File: src/rtl/bus_rx_framer_pkg.sv
// Shared definitions for the bus receive framer.
//   - bus_rx_state_e     : framer state encoding
//   - ST_*               : legacy-style 3-bit state constants that mirror the enum
//   - I3C_BROADCAST_ADDR : default broadcast address (7'h7E)
package bus_rx_framer_pkg;

  localparam logic [6:0] I3C_BROADCAST_ADDR = 7'h7E;

  typedef enum logic [2:0] {
    BRX_IDLE   = 3'd0,
    BRX_ADDR   = 3'd1,
    BRX_DATA   = 3'd2,
    BRX_NINTH  = 3'd3,
    BRX_IGNORE = 3'd4
  } bus_rx_state_e;

  localparam logic [2:0] ST_IDLE   = BRX_IDLE;
  localparam logic [2:0] ST_ADDR   = BRX_ADDR;
  localparam logic [2:0] ST_DATA   = BRX_DATA;
  localparam logic [2:0] ST_NINTH  = BRX_NINTH;
  localparam logic [2:0] ST_IGNORE = BRX_IGNORE;

endpackage

File: src/rtl/bus_rx_framer_if.sv
// Byte delivery channel from the framer to the target FSM.
//   rx_byte_o    : received byte
//   rx_is_addr_o : byte is the address byte following a START
//   rx_valid_o   : byte available
//   rx_ready_i   : consumer accepts the byte
// master = framer side, slave = consumer side.
interface bus_rx_framer_if;
  logic [7:0] rx_byte_o;
  logic       rx_is_addr_o;
  logic       rx_valid_o;
  logic       rx_ready_i;

  modport master (output rx_byte_o, output rx_is_addr_o, output rx_valid_o, input rx_ready_i);
  modport slave  (input rx_byte_o, input rx_is_addr_o, input rx_valid_o, output rx_ready_i);
endinterface

File: src/rtl/bus_rx_framer.sv
// Bus receive framer: deserializes SDR frames MSB-first from synchronized
// SCL/SDA, classifies the first byte after START as the address byte,
// matches it against own_addr_i and BROADCAST_ADDR, reports the 9th bit and
// hands bytes to the target FSM over a valid/ready channel.
// Ports:
//   clk_i, rst_ni                 : clock, async active-low reset
//   enable_i                      : low forces IDLE
//   scl_i, sda_i                  : synchronized bus lines
//   start_detect_i, stop_detect_i : bus monitor pulses
//   own_addr_i, own_addr_valid_i  : target address
//   rx_if (master)                : byte channel
//   addr_match_o, rnw_o           : address match level and R/W bit
//   ninth_valid_o, ninth_bit_o    : 9th bit pulse and value
//   frame_error_o                 : START/STOP inside a byte (pulse)
//   overflow_o, overflow_clr_i    : sticky dropped-byte flag and its clear
//   parity_err_o                  : only with BUS_RX_FRAMER_PARITY_CHECK_EN
// Optional feature macro: BUS_RX_FRAMER_PARITY_CHECK_EN (T-bit odd parity check).
module bus_rx_framer
  import bus_rx_framer_pkg::*;
#(
  parameter logic [6:0] BROADCAST_ADDR = I3C_BROADCAST_ADDR
) (
  input  logic              clk_i,
  input  logic              rst_ni,
  input  logic              enable_i,
  input  logic              scl_i,
  input  logic              sda_i,
  input  logic              start_detect_i,
  input  logic              stop_detect_i,
  input  logic [6:0]        own_addr_i,
  input  logic              own_addr_valid_i,
  bus_rx_framer_if.master   rx_if,
  output logic              addr_match_o,
  output logic              rnw_o,
  output logic              ninth_valid_o,
  output logic              ninth_bit_o,
  output logic              frame_error_o,
  output logic              overflow_o,
  input  logic              overflow_clr_i
`ifdef BUS_RX_FRAMER_PARITY_CHECK_EN
  ,
  output logic              parity_err_o
`endif
);

  logic [2:0] state_q, state_d;
  logic [2:0] bit_cnt_q, bit_cnt_d;
  logic [7:0] sr_q, sr_d;
  logic       scl_q;
  logic [7:0] rx_byte_q, rx_byte_d;
  logic       rx_is_addr_q, rx_is_addr_d;
  logic       rx_valid_q, rx_valid_d;
  logic       addr_match_q, addr_match_d;
  logic       rnw_q, rnw_d;
  logic       ninth_valid_q, ninth_valid_d;
  logic       ninth_bit_q, ninth_bit_d;
  logic       frame_error_q, frame_error_d;
  logic       overflow_q, overflow_d;
`ifdef BUS_RX_FRAMER_PARITY_CHECK_EN
  logic       from_data_q, from_data_d;
  logic       parity_err_q, parity_err_d;
`endif

  logic       scl_rise;
  logic [7:0] shifted;
  logic       in_byte;
  logic       emit;
  logic       emit_is_addr;
  logic       match;

  assign scl_rise = enable_i & ~scl_q & scl_i;
  assign shifted  = {sr_q[6:0], sda_i};
  assign in_byte  = (state_q == ST_ADDR) || (state_q == ST_DATA);
  assign match    = (shifted[7:1] == BROADCAST_ADDR) ||
                    (own_addr_valid_i && (shifted[7:1] == own_addr_i));

  always_comb begin
    state_d       = state_q;
    bit_cnt_d     = bit_cnt_q;
    sr_d          = sr_q;
    addr_match_d  = addr_match_q;
    rnw_d         = rnw_q;
    ninth_bit_d   = ninth_bit_q;
    ninth_valid_d = 1'b0;
    frame_error_d = 1'b0;
    emit          = 1'b0;
    emit_is_addr  = 1'b0;
`ifdef BUS_RX_FRAMER_PARITY_CHECK_EN
    from_data_d   = from_data_q;
    parity_err_d  = 1'b0;
`endif

    if (!enable_i) begin
      state_d      = ST_IDLE;
      bit_cnt_d    = 3'd0;
      addr_match_d = 1'b0;
    end else if (stop_detect_i) begin
      state_d      = ST_IDLE;
      addr_match_d = 1'b0;
      frame_error_d = in_byte && (bit_cnt_q != 3'd0);
    end else if (start_detect_i) begin
      state_d       = ST_ADDR;
      bit_cnt_d     = 3'd0;
      frame_error_d = in_byte && (bit_cnt_q != 3'd0);
    end else if (scl_rise) begin
      case (state_q)
        ST_ADDR, ST_DATA: begin
          sr_d      = shifted;
          // 3-bit counter wraps 7->0 on byte completion
          bit_cnt_d = bit_cnt_q + 3'd1;
          if (bit_cnt_q == 3'd7) begin
            emit         = 1'b1;
            emit_is_addr = (state_q == ST_ADDR);
            if (state_q == ST_ADDR) begin
              addr_match_d = match;
              if (match) begin
                rnw_d   = shifted[0];
                state_d = ST_NINTH;
              end else begin
                state_d = ST_IGNORE;
              end
`ifdef BUS_RX_FRAMER_PARITY_CHECK_EN
              from_data_d = 1'b0;
`endif
            end else begin
              state_d = ST_NINTH;
`ifdef BUS_RX_FRAMER_PARITY_CHECK_EN
              from_data_d = 1'b1;
`endif
            end
          end
        end
        ST_NINTH: begin
          ninth_bit_d   = sda_i;
          ninth_valid_d = 1'b1;
          state_d       = ST_DATA;
`ifdef BUS_RX_FRAMER_PARITY_CHECK_EN
          // On writes the 9th bit is the T-bit: odd parity over the byte.
          // sr_q still holds the byte because NINTH does not shift.
          parity_err_d  = from_data_q && !rnw_q && (sda_i != ~^sr_q);
`endif
        end
        default: ;
      endcase
    end
  end

  // Output holding register: a completion coinciding with an accept loads
  // straight through; a completion against an unaccepted byte is dropped.
  always_comb begin
    rx_byte_d    = rx_byte_q;
    rx_is_addr_d = rx_is_addr_q;
    rx_valid_d   = rx_valid_q;
    overflow_d   = overflow_q;
    if (overflow_clr_i) overflow_d = 1'b0;
    if (emit) begin
      if (!rx_valid_q || rx_if.rx_ready_i) begin
        rx_byte_d    = shifted;
        rx_is_addr_d = emit_is_addr;
        rx_valid_d   = 1'b1;
      end else begin
        overflow_d = 1'b1;
      end
    end else if (rx_valid_q && rx_if.rx_ready_i) begin
      rx_valid_d = 1'b0;
    end
  end

  always_ff @(posedge clk_i or negedge rst_ni) begin
    if (!rst_ni) begin
      state_q       <= ST_IDLE;
      bit_cnt_q     <= 3'd0;
      sr_q          <= 8'h00;
      scl_q         <= 1'b1;
      rx_byte_q     <= 8'h00;
      rx_is_addr_q  <= 1'b0;
      rx_valid_q    <= 1'b0;
      addr_match_q  <= 1'b0;
      rnw_q         <= 1'b0;
      ninth_valid_q <= 1'b0;
      ninth_bit_q   <= 1'b0;
      frame_error_q <= 1'b0;
      overflow_q    <= 1'b0;
`ifdef BUS_RX_FRAMER_PARITY_CHECK_EN
      from_data_q   <= 1'b0;
      parity_err_q  <= 1'b0;
`endif
    end else begin
      state_q       <= state_d;
      bit_cnt_q     <= bit_cnt_d;
      sr_q          <= sr_d;
      scl_q         <= scl_i;
      rx_byte_q     <= rx_byte_d;
      rx_is_addr_q  <= rx_is_addr_d;
      rx_valid_q    <= rx_valid_d;
      addr_match_q  <= addr_match_d;
      rnw_q         <= rnw_d;
      ninth_valid_q <= ninth_valid_d;
      ninth_bit_q   <= ninth_bit_d;
      frame_error_q <= frame_error_d;
      overflow_q    <= overflow_d;
`ifdef BUS_RX_FRAMER_PARITY_CHECK_EN
      from_data_q   <= from_data_d;
      parity_err_q  <= parity_err_d;
`endif
    end
  end

  assign rx_if.rx_byte_o    = rx_byte_q;
  assign rx_if.rx_is_addr_o = rx_is_addr_q;
  assign rx_if.rx_valid_o   = rx_valid_q;
  assign addr_match_o       = addr_match_q;
  assign rnw_o              = rnw_q;
  assign ninth_valid_o      = ninth_valid_q;
  assign ninth_bit_o        = ninth_bit_q;
  assign frame_error_o      = frame_error_q;
  assign overflow_o         = overflow_q;
`ifdef BUS_RX_FRAMER_PARITY_CHECK_EN
  assign parity_err_o       = parity_err_q;
`endif

endmodule

File: src/flat_wrapper.sv
// flat-port wrapper written by rule: the top's interface ports become plain ports
module bus_rx_framer_flat import bus_rx_framer_pkg::*;
#(
  parameter logic [6:0] BROADCAST_ADDR = I3C_BROADCAST_ADDR
)
  (clk_i, rst_ni, enable_i, scl_i, sda_i, start_detect_i, stop_detect_i, own_addr_i, own_addr_valid_i, addr_match_o, rnw_o, ninth_valid_o, ninth_bit_o, frame_error_o, overflow_o, overflow_clr_i, rx_if_rx_byte_o, rx_if_rx_is_addr_o, rx_if_rx_valid_o, rx_if_rx_ready_i);
  bus_rx_framer_if rx_if_i ();
  input  logic clk_i;
  input  logic rst_ni;
  input  logic enable_i;
  input  logic scl_i;
  input  logic sda_i;
  input  logic start_detect_i;
  input  logic stop_detect_i;
  input  logic [6:0] own_addr_i;
  input  logic own_addr_valid_i;
  output logic addr_match_o;
  output logic rnw_o;
  output logic ninth_valid_o;
  output logic ninth_bit_o;
  output logic frame_error_o;
  output logic overflow_o;
  input  logic overflow_clr_i;
  output wire logic [$bits(rx_if_i.rx_byte_o)-1:0] rx_if_rx_byte_o;
  output wire logic [$bits(rx_if_i.rx_is_addr_o)-1:0] rx_if_rx_is_addr_o;
  output wire logic [$bits(rx_if_i.rx_valid_o)-1:0] rx_if_rx_valid_o;
  input wire logic [$bits(rx_if_i.rx_ready_i)-1:0] rx_if_rx_ready_i;
  assign rx_if_rx_byte_o = rx_if_i.rx_byte_o;
  assign rx_if_rx_is_addr_o = rx_if_i.rx_is_addr_o;
  assign rx_if_rx_valid_o = rx_if_i.rx_valid_o;
  assign rx_if_i.rx_ready_i = rx_if_rx_ready_i;
  bus_rx_framer #(.BROADCAST_ADDR(BROADCAST_ADDR)) u_core (.clk_i(clk_i), .rst_ni(rst_ni), .enable_i(enable_i), .scl_i(scl_i), .sda_i(sda_i), .start_detect_i(start_detect_i), .stop_detect_i(stop_detect_i), .own_addr_i(own_addr_i), .own_addr_valid_i(own_addr_valid_i), .rx_if(rx_if_i), .addr_match_o(addr_match_o), .rnw_o(rnw_o), .ninth_valid_o(ninth_valid_o), .ninth_bit_o(ninth_bit_o), .frame_error_o(frame_error_o), .overflow_o(overflow_o), .overflow_clr_i(overflow_clr_i));
endmodule
File: config.mk
export PLATFORM = sky130hd
export DESIGN_NAME = bus_rx_framer_flat
export DESIGN_NICKNAME = d
export VERILOG_FILES = /design/src/rtl/bus_rx_framer_pkg.sv /design/src/rtl/bus_rx_framer_if.sv /design/src/rtl/bus_rx_framer.sv /design/src/flat_wrapper.sv
export SDC_FILE = /design/constraint.sdc
export NUM_CORES = 1
export LEC_CHECK = 0
export BUFFER_PORTS_ARGS = -buffer_cell sky130_fd_sc_hd__clkbuf_2
export CORE_MARGIN = 5
export CORE_UTILIZATION = 30
export CTS_CLUSTER_DIAMETER = 50
export DETAILED_ROUTE_END_ITERATION = 6
export PLACE_DENSITY = 0.59
export SKIP_LAST_GASP = 1
export SYNTH_ARGS = -nofsm -noshare
export SYNTH_HDL_FRONTEND = slang
export SYNTH_SLANG_ARGS = --single-unit
File: constraint.sdc
create_clock -name clk_i -period 5.3 [get_ports clk_i]
set_clock_uncertainty 0.15 [all_clocks]
set_input_delay 0.265 -clock clk_i [delete_from_list [all_inputs] [get_ports clk_i]]
set_output_delay 0.265 -clock clk_i [all_outputs]
set_load 0.02 [all_outputs]
After elaboration in Yosys (flattened, before gate mapping)
Index checks and enable logic that the tools add are counted.
{"block": "word_totals", "reg_bits": 30, "inputBits": 17, "out_inout_bits": 16, "wordCells": 101}
{"block": "classes", "add_sub_neg": 1, "eq_ne": 18, "muxes": 46, "bitwise_logic": 5, "n_reduce_logical": 18}
{"cell": "$mux W3", "n": 12}
{"cell": "$mux W1", "n": 33}
{"cell": "$ne A3 B1 Y1 const B", "n": 6}
{"cell": "$reduce_and A5 Y1", "n": 3}
{"cell": "$reduce_and A8 Y1", "n": 1}
{"cell": "$eq A7 B7 Y1", "n": 1}
{"cell": "$eq A7 B7 Y1 const B", "n": 1}
{"cell": "$eq A3 B2 Y1 const B", "n": 2}
{"cell": "$pmux W3 S2", "n": 1}
{"cell": "$reduce_and A3 Y1", "n": 2}
{"cell": "$ne A5 B1 Y1 const B", "n": 1}
{"cell": "$ne A5 B4 Y1 const B", "n": 1}
{"cell": "$ne A2 B2 Y1 const B", "n": 2}
{"cell": "$ne A4 B1 Y1 const B", "n": 1}
{"cell": "$reduce_and A2 Y1", "n": 2}
{"cell": "$add A3 B1 Y3 const B", "n": 1}
{"cell": "$eq A3 B1 Y1 const B", "n": 1}
{"cell": "$eq A3 B3 Y1 const B", "n": 1}
{"cell": "$logic_and A1 B1 Y1", "n": 3}
{"cell": "$logic_or A1 B1 Y1", "n": 3}
{"cell": "$ne A3 B2 Y1 const B", "n": 1}
{"cell": "$not A1 Y1", "n": 3}
{"cell": "$reduce_bool A3 Y1", "n": 1}
{"cell": "$and A1 B1 Y1", "n": 2}
{"cell": "other kinds (3)", "n": 3}

Logic depth before layout (Yosys ltp)
{"block": "logic_depth", "ltp_word": 11, "ltp_mapped": 7, "ltp_nobuf": 6}

Worst setup path after synthesis
Ideal clock, no wire load.
{"block": "synth_timing", "kind": "reg2reg", "from": "register u_core.state_q[1]", "to": "register u_core.rx_byte_q[0] (netlist: u_core.rx_if.rx_byte_o[0])", "setup_time_ns": 0.125, "arrival_time_ns": 1.721, "t_required_ns": 5.025, "slack_ns": 3.304, "stages_incl_launch_ff": 7, "path_buffers": 1, "synth_period_minus_slack_ns": 1.996, "path_cell_list": "dfrtp_1 xnor2_1 nor3b_1 or3b_1 nor2b_2 buf_6 mux2_2"}
{"block": "synth_via", "elab_chain_cells": 8, "elab_cells_between_ends": 9, "cone_classes": "eq/ne: 2; mux: 5; reduce/logical: 2"}
{"element": "start: declaration", "line_no": "bus_rx_framer.sv:46", "rtl": "logic [2:0] state_q, state_d;"}
{"element": "start signal: assignment", "line_no": "bus_rx_framer.sv:189", "rtl": "state_q <= state_d;"}
{"element": "$eq A3 B1 Y1 / $eq A3 B2 Y1 (equally long branches)", "line_no": "bus_rx_framer.sv:106", "rtl": "case (state_q)"}
{"element": "$reduce_or A2 Y1 (*)", "line_no": "bus_rx_framer.sv:106"}
{"element": "$mux W1 (*)", "line_no": "bus_rx_framer.sv:106"}
{"element": "$mux W1 (*)", "line_no": "bus_rx_framer.sv:105", "rtl": "end else if (scl_rise) begin"}
{"element": "$mux W1 (*)", "line_no": "bus_rx_framer.sv:101", "rtl": "end else if (start_detect_i) begin"}
{"element": "$mux W1 (*)", "line_no": "bus_rx_framer.sv:97", "rtl": "end else if (stop_detect_i) begin"}
{"element": "$mux W1 (*)", "line_no": "bus_rx_framer.sv:93", "rtl": "if (!enable_i) begin"}
{"element": "$reduce_and A2 Y1 (no source line) (*)"}
{"element": "end signal: assignment", "line_no": "bus_rx_framer.sv:193", "rtl": "rx_byte_q <= rx_byte_d;"}
{"element": "end: declaration", "line_no": "bus_rx_framer.sv:50", "rtl": "logic [7:0] rx_byte_q, rx_byte_d;"}
Every way passes the cells marked *; elsewhere a longest branch is shown, timed or not.
A chain may end at the register's enable or synchronous reset.

Worst setup path in the final report
{"block": "layout_timing", "from": "register u_core.state_q[1]", "to": "register u_core.rx_byte_q[6] (netlist: u_core.rx_if.rx_byte_o[6])"}
Same word-level chain as after synthesis.

==> summary.txt <==
Status
  • Status: complete, no violations

Synthesis
  • Synthesized area: 0.00138 mm2
  • Mapped Avg Cell Area: 12.3 um2
  • Synth area leader: dfrtp_1
  • Count leader, synth: dfrtp_1
  • Cell count after synthesis: 112
  • Dominant synthesized flop cell: dfrtp_1
  • Ys Warns: 0
  • Post-Syn Nets: 132
  • Post-synth EDFFs: 0
  • Synth top area share: 52.5%
  • Unique masters post-synth: 32
  • Synth top cells by count: dfrtp_1, mux2_2, xnor2_1
  • Fraction of registers with async set/reset: 100%
  • Ranking of synthesized cells by area: dfrtp_1, mux2_2, xnor2_1, ha_1, dfstp_2
  • Synth Register Bits: 30
  • Register area share after synthesis: 54.4%

Timing
  • RSZ-0062 raised after global routing: false
  • Setup TNS: 0 ns
  • Final setup margin: 2.84 ns
  • Fin. Hold Viols: 0
  • Min cycle time layout: 2.46 ns
  • Worst slew pin tran: 0.743 ns
  • Max Slew Vio Count: 0
  • Final worst-path cycle share: 46.4%
  • Fmax: 407 MHz
  • Worst slew margin: 50.5%
  • Setup violators final: 0

Setup path
  • CP Buf/Inv Count: 0
  • Crit-path max cell delay: 0.45 ns
  • CP endpoint kind: flip-flop
  • Crit path cell chain: xnor2_1, nor3b_1, or3b_1, nor2b_2, mux2_2
  • Cell family with most CP delay: simple AND/OR/NAND/NOR gates
  • WS Path Type: flip-flop to flip-flop
  • Critical path depth: 5
  • Arrival @ worst endpoint: 2.47 ns
  • FF-to-FF path depth: 5
  • Critical Path Fanout Max: 9
  • CP max stage cell: nor2b_2
  • Req. time, crit path: 5.31 ns
  • Worst r2r dst: u_core.rx_if.rx_byte_o[6]
  • Reg2reg setup slack: 2.84 ns
  • R2R Path Start: u_core.state_q[1]
  • Startpoint Class: flip-flop

Placement
  • Routability cong.: 0.876
  • Buffers on Ports: 32
  • Place WS: 2.84 ns
  • Hpwl dp: 2160 um

Drt
  • DRT Pass-1 Iters: 2
  • Via count: 1000
  • Drt first-iter violations: 54
  • DRT antenna net count: 0
  • Final wirelength: 2840 um
  • DRC: 0
  • WL/cell: 13.9 um
  • Vias per cell: 4.88

Floorplanning
  • Die width: 77.9 um
  • CORE AREA: 0.00441 mm2
  • Site Rows: 24
  • Die area: 0.00607 mm2
  • Starting Density: 31.3%
  • IO Count: 33
  • Die H: 77.9 um

Cells and area
  • Antenna Cells: 0
  • Ratio of cells with drive above 1 in the final layout: 41.2%
  • Post-layout nets: 172
  • Final core utilization: 39.1%
  • Syn-to-layout area delta: 24.8%

Pwr
  • Leakage: 0.872 nW
  • P per Cell Area: 281 mW/mm2
  • Peak VDD IR: 0.157 mV

Global routing
  • Largest net degree at the start of global routing: 31
  • Initial antenna violation count: 0
  • Vias in the first global route: 1075
  • Total grt overflow: 0
  • First-pass GRT wire length: 4850 um
  • Gr usage total: 10.0%

Worst hold path
  • Worst hold endpoint: u_core.overflow_o
  • Hold_sp: overflow_clr_i
  • Worst hold path class: input port to flip-flop
  • Hold Path Stages: 2

CTS
  • Worst-path clk slew: 0.06 ns
  • CTS sink count: 30
  • H-tree levels: 2
  • CTS Buf Count: 5
  • Root buffer cell: clkbuf_8
  • Resized cells post-CTS: 0
  • Skew-Pair Late Insertion Delay: 0.28 ns
  • CTS Buffer Depth: 2
  • CTS tree: done

Flow run
  • Max Cap Viol: 0
[layer usage]
layer,GRT usage [%],up-vias,wire length [um]
met5,0,-,0
met4,3.61,0,32
met3,3.94,4,150
met2,15.6,26,1360
met1,12.5,494,1300
li1,-,476,-
[worst max-delay path by stage]
| stage | startpoint | end |
|---|---|---|
| 6_report | u_core.state_q[1] | u_core.rx_if.rx_byte_o[6] |
| 5_1_grt | u_core.state_q[1] | u_core.rx_if.rx_byte_o[7] |
| 4_1_cts | u_core.state_q[1] | u_core.rx_if.rx_byte_o[6] |
| 3_5_place_dp | u_core.state_q[1] | u_core.rx_if.rx_byte_o[2] |
| 3_3_place_gp | u_core.state_q[1] | u_core.rx_if.rx_byte_o[0] |
| 2_1_floorplan | u_core.state_q[1] | u_core.rx_if.rx_byte_o[0] |
[area by class of cell]
class / instances / area [um2]
fillers: 427 / 2690
flip-flops and latches: 30 / 752
multi-input cells: 74 / 593
repair buffers: 34 / 180
clock buffers: 5 / 68.8
well taps: 52 / 65.1
clock inverters: 3 / 40.0
inverters: 7 / 26.3
[cells in the final DEF, fill, tap and decap left out, drive strengths merged, types with 3 or more instances in the layout]
master and instances:
a21oi 3, clkbuf 37, dfrtp 29, ha 3, inv 7, mux2 19
nand2 5, nand2b 3, nand3 3, nor2 3, nor4 3, o21ai 3
xnor2 8
[per-stage QoR]
step                      power (mW)  instance area, um2  std cells  hold slack, ns
after CTS                      0.494                1730        205         0.00782
after global routing           0.510                1730        205          0.0238
after floorplan                0.250                1380        112          -0.181
after detailed placement       0.266                1600        195           0.219
final                          0.485                1730        205          0.0208
after global placement         0.264                1600        195           0.199
[cell families (layout without fill, tap and decap cells)]
family	after synthesis	count (layout)	share of synthesized area, %
buffers and inverters	8	49	2.72
AND/OR/NAND/NOR	29	29	12.3
AO/OA/AOI/OAI	14	14	6.61
multiplexers	19	19	15.5
XOR/XNOR	8	8	5.07
adder cells (fa/ha/maj)	4	4	3.44
flip-flops	30	30	54.4
[report_power, final]
part / internal, mW / switching [mW]
Clock: 0.138 / 0.0847
Sequential: 0.232 / 0.00280
Combinational: 0.0129 / 0.0149
[state kept, by name, indices dropped and copies added (netlist names), 3 cells and up]
register,cells
u_core.bit_cnt_q,3
u_core.rx_if.rx_byte_o,8
u_core.sr_q,7
u_core.state_q,3
[what timing repair did]
item / 4_1_cts / 5_1_grt
hold endpoints to repair: 30 / 0
buffers inserted: 0 / 0
hold buffers: 2 / 0
Power figures use the tool's default switching activity.
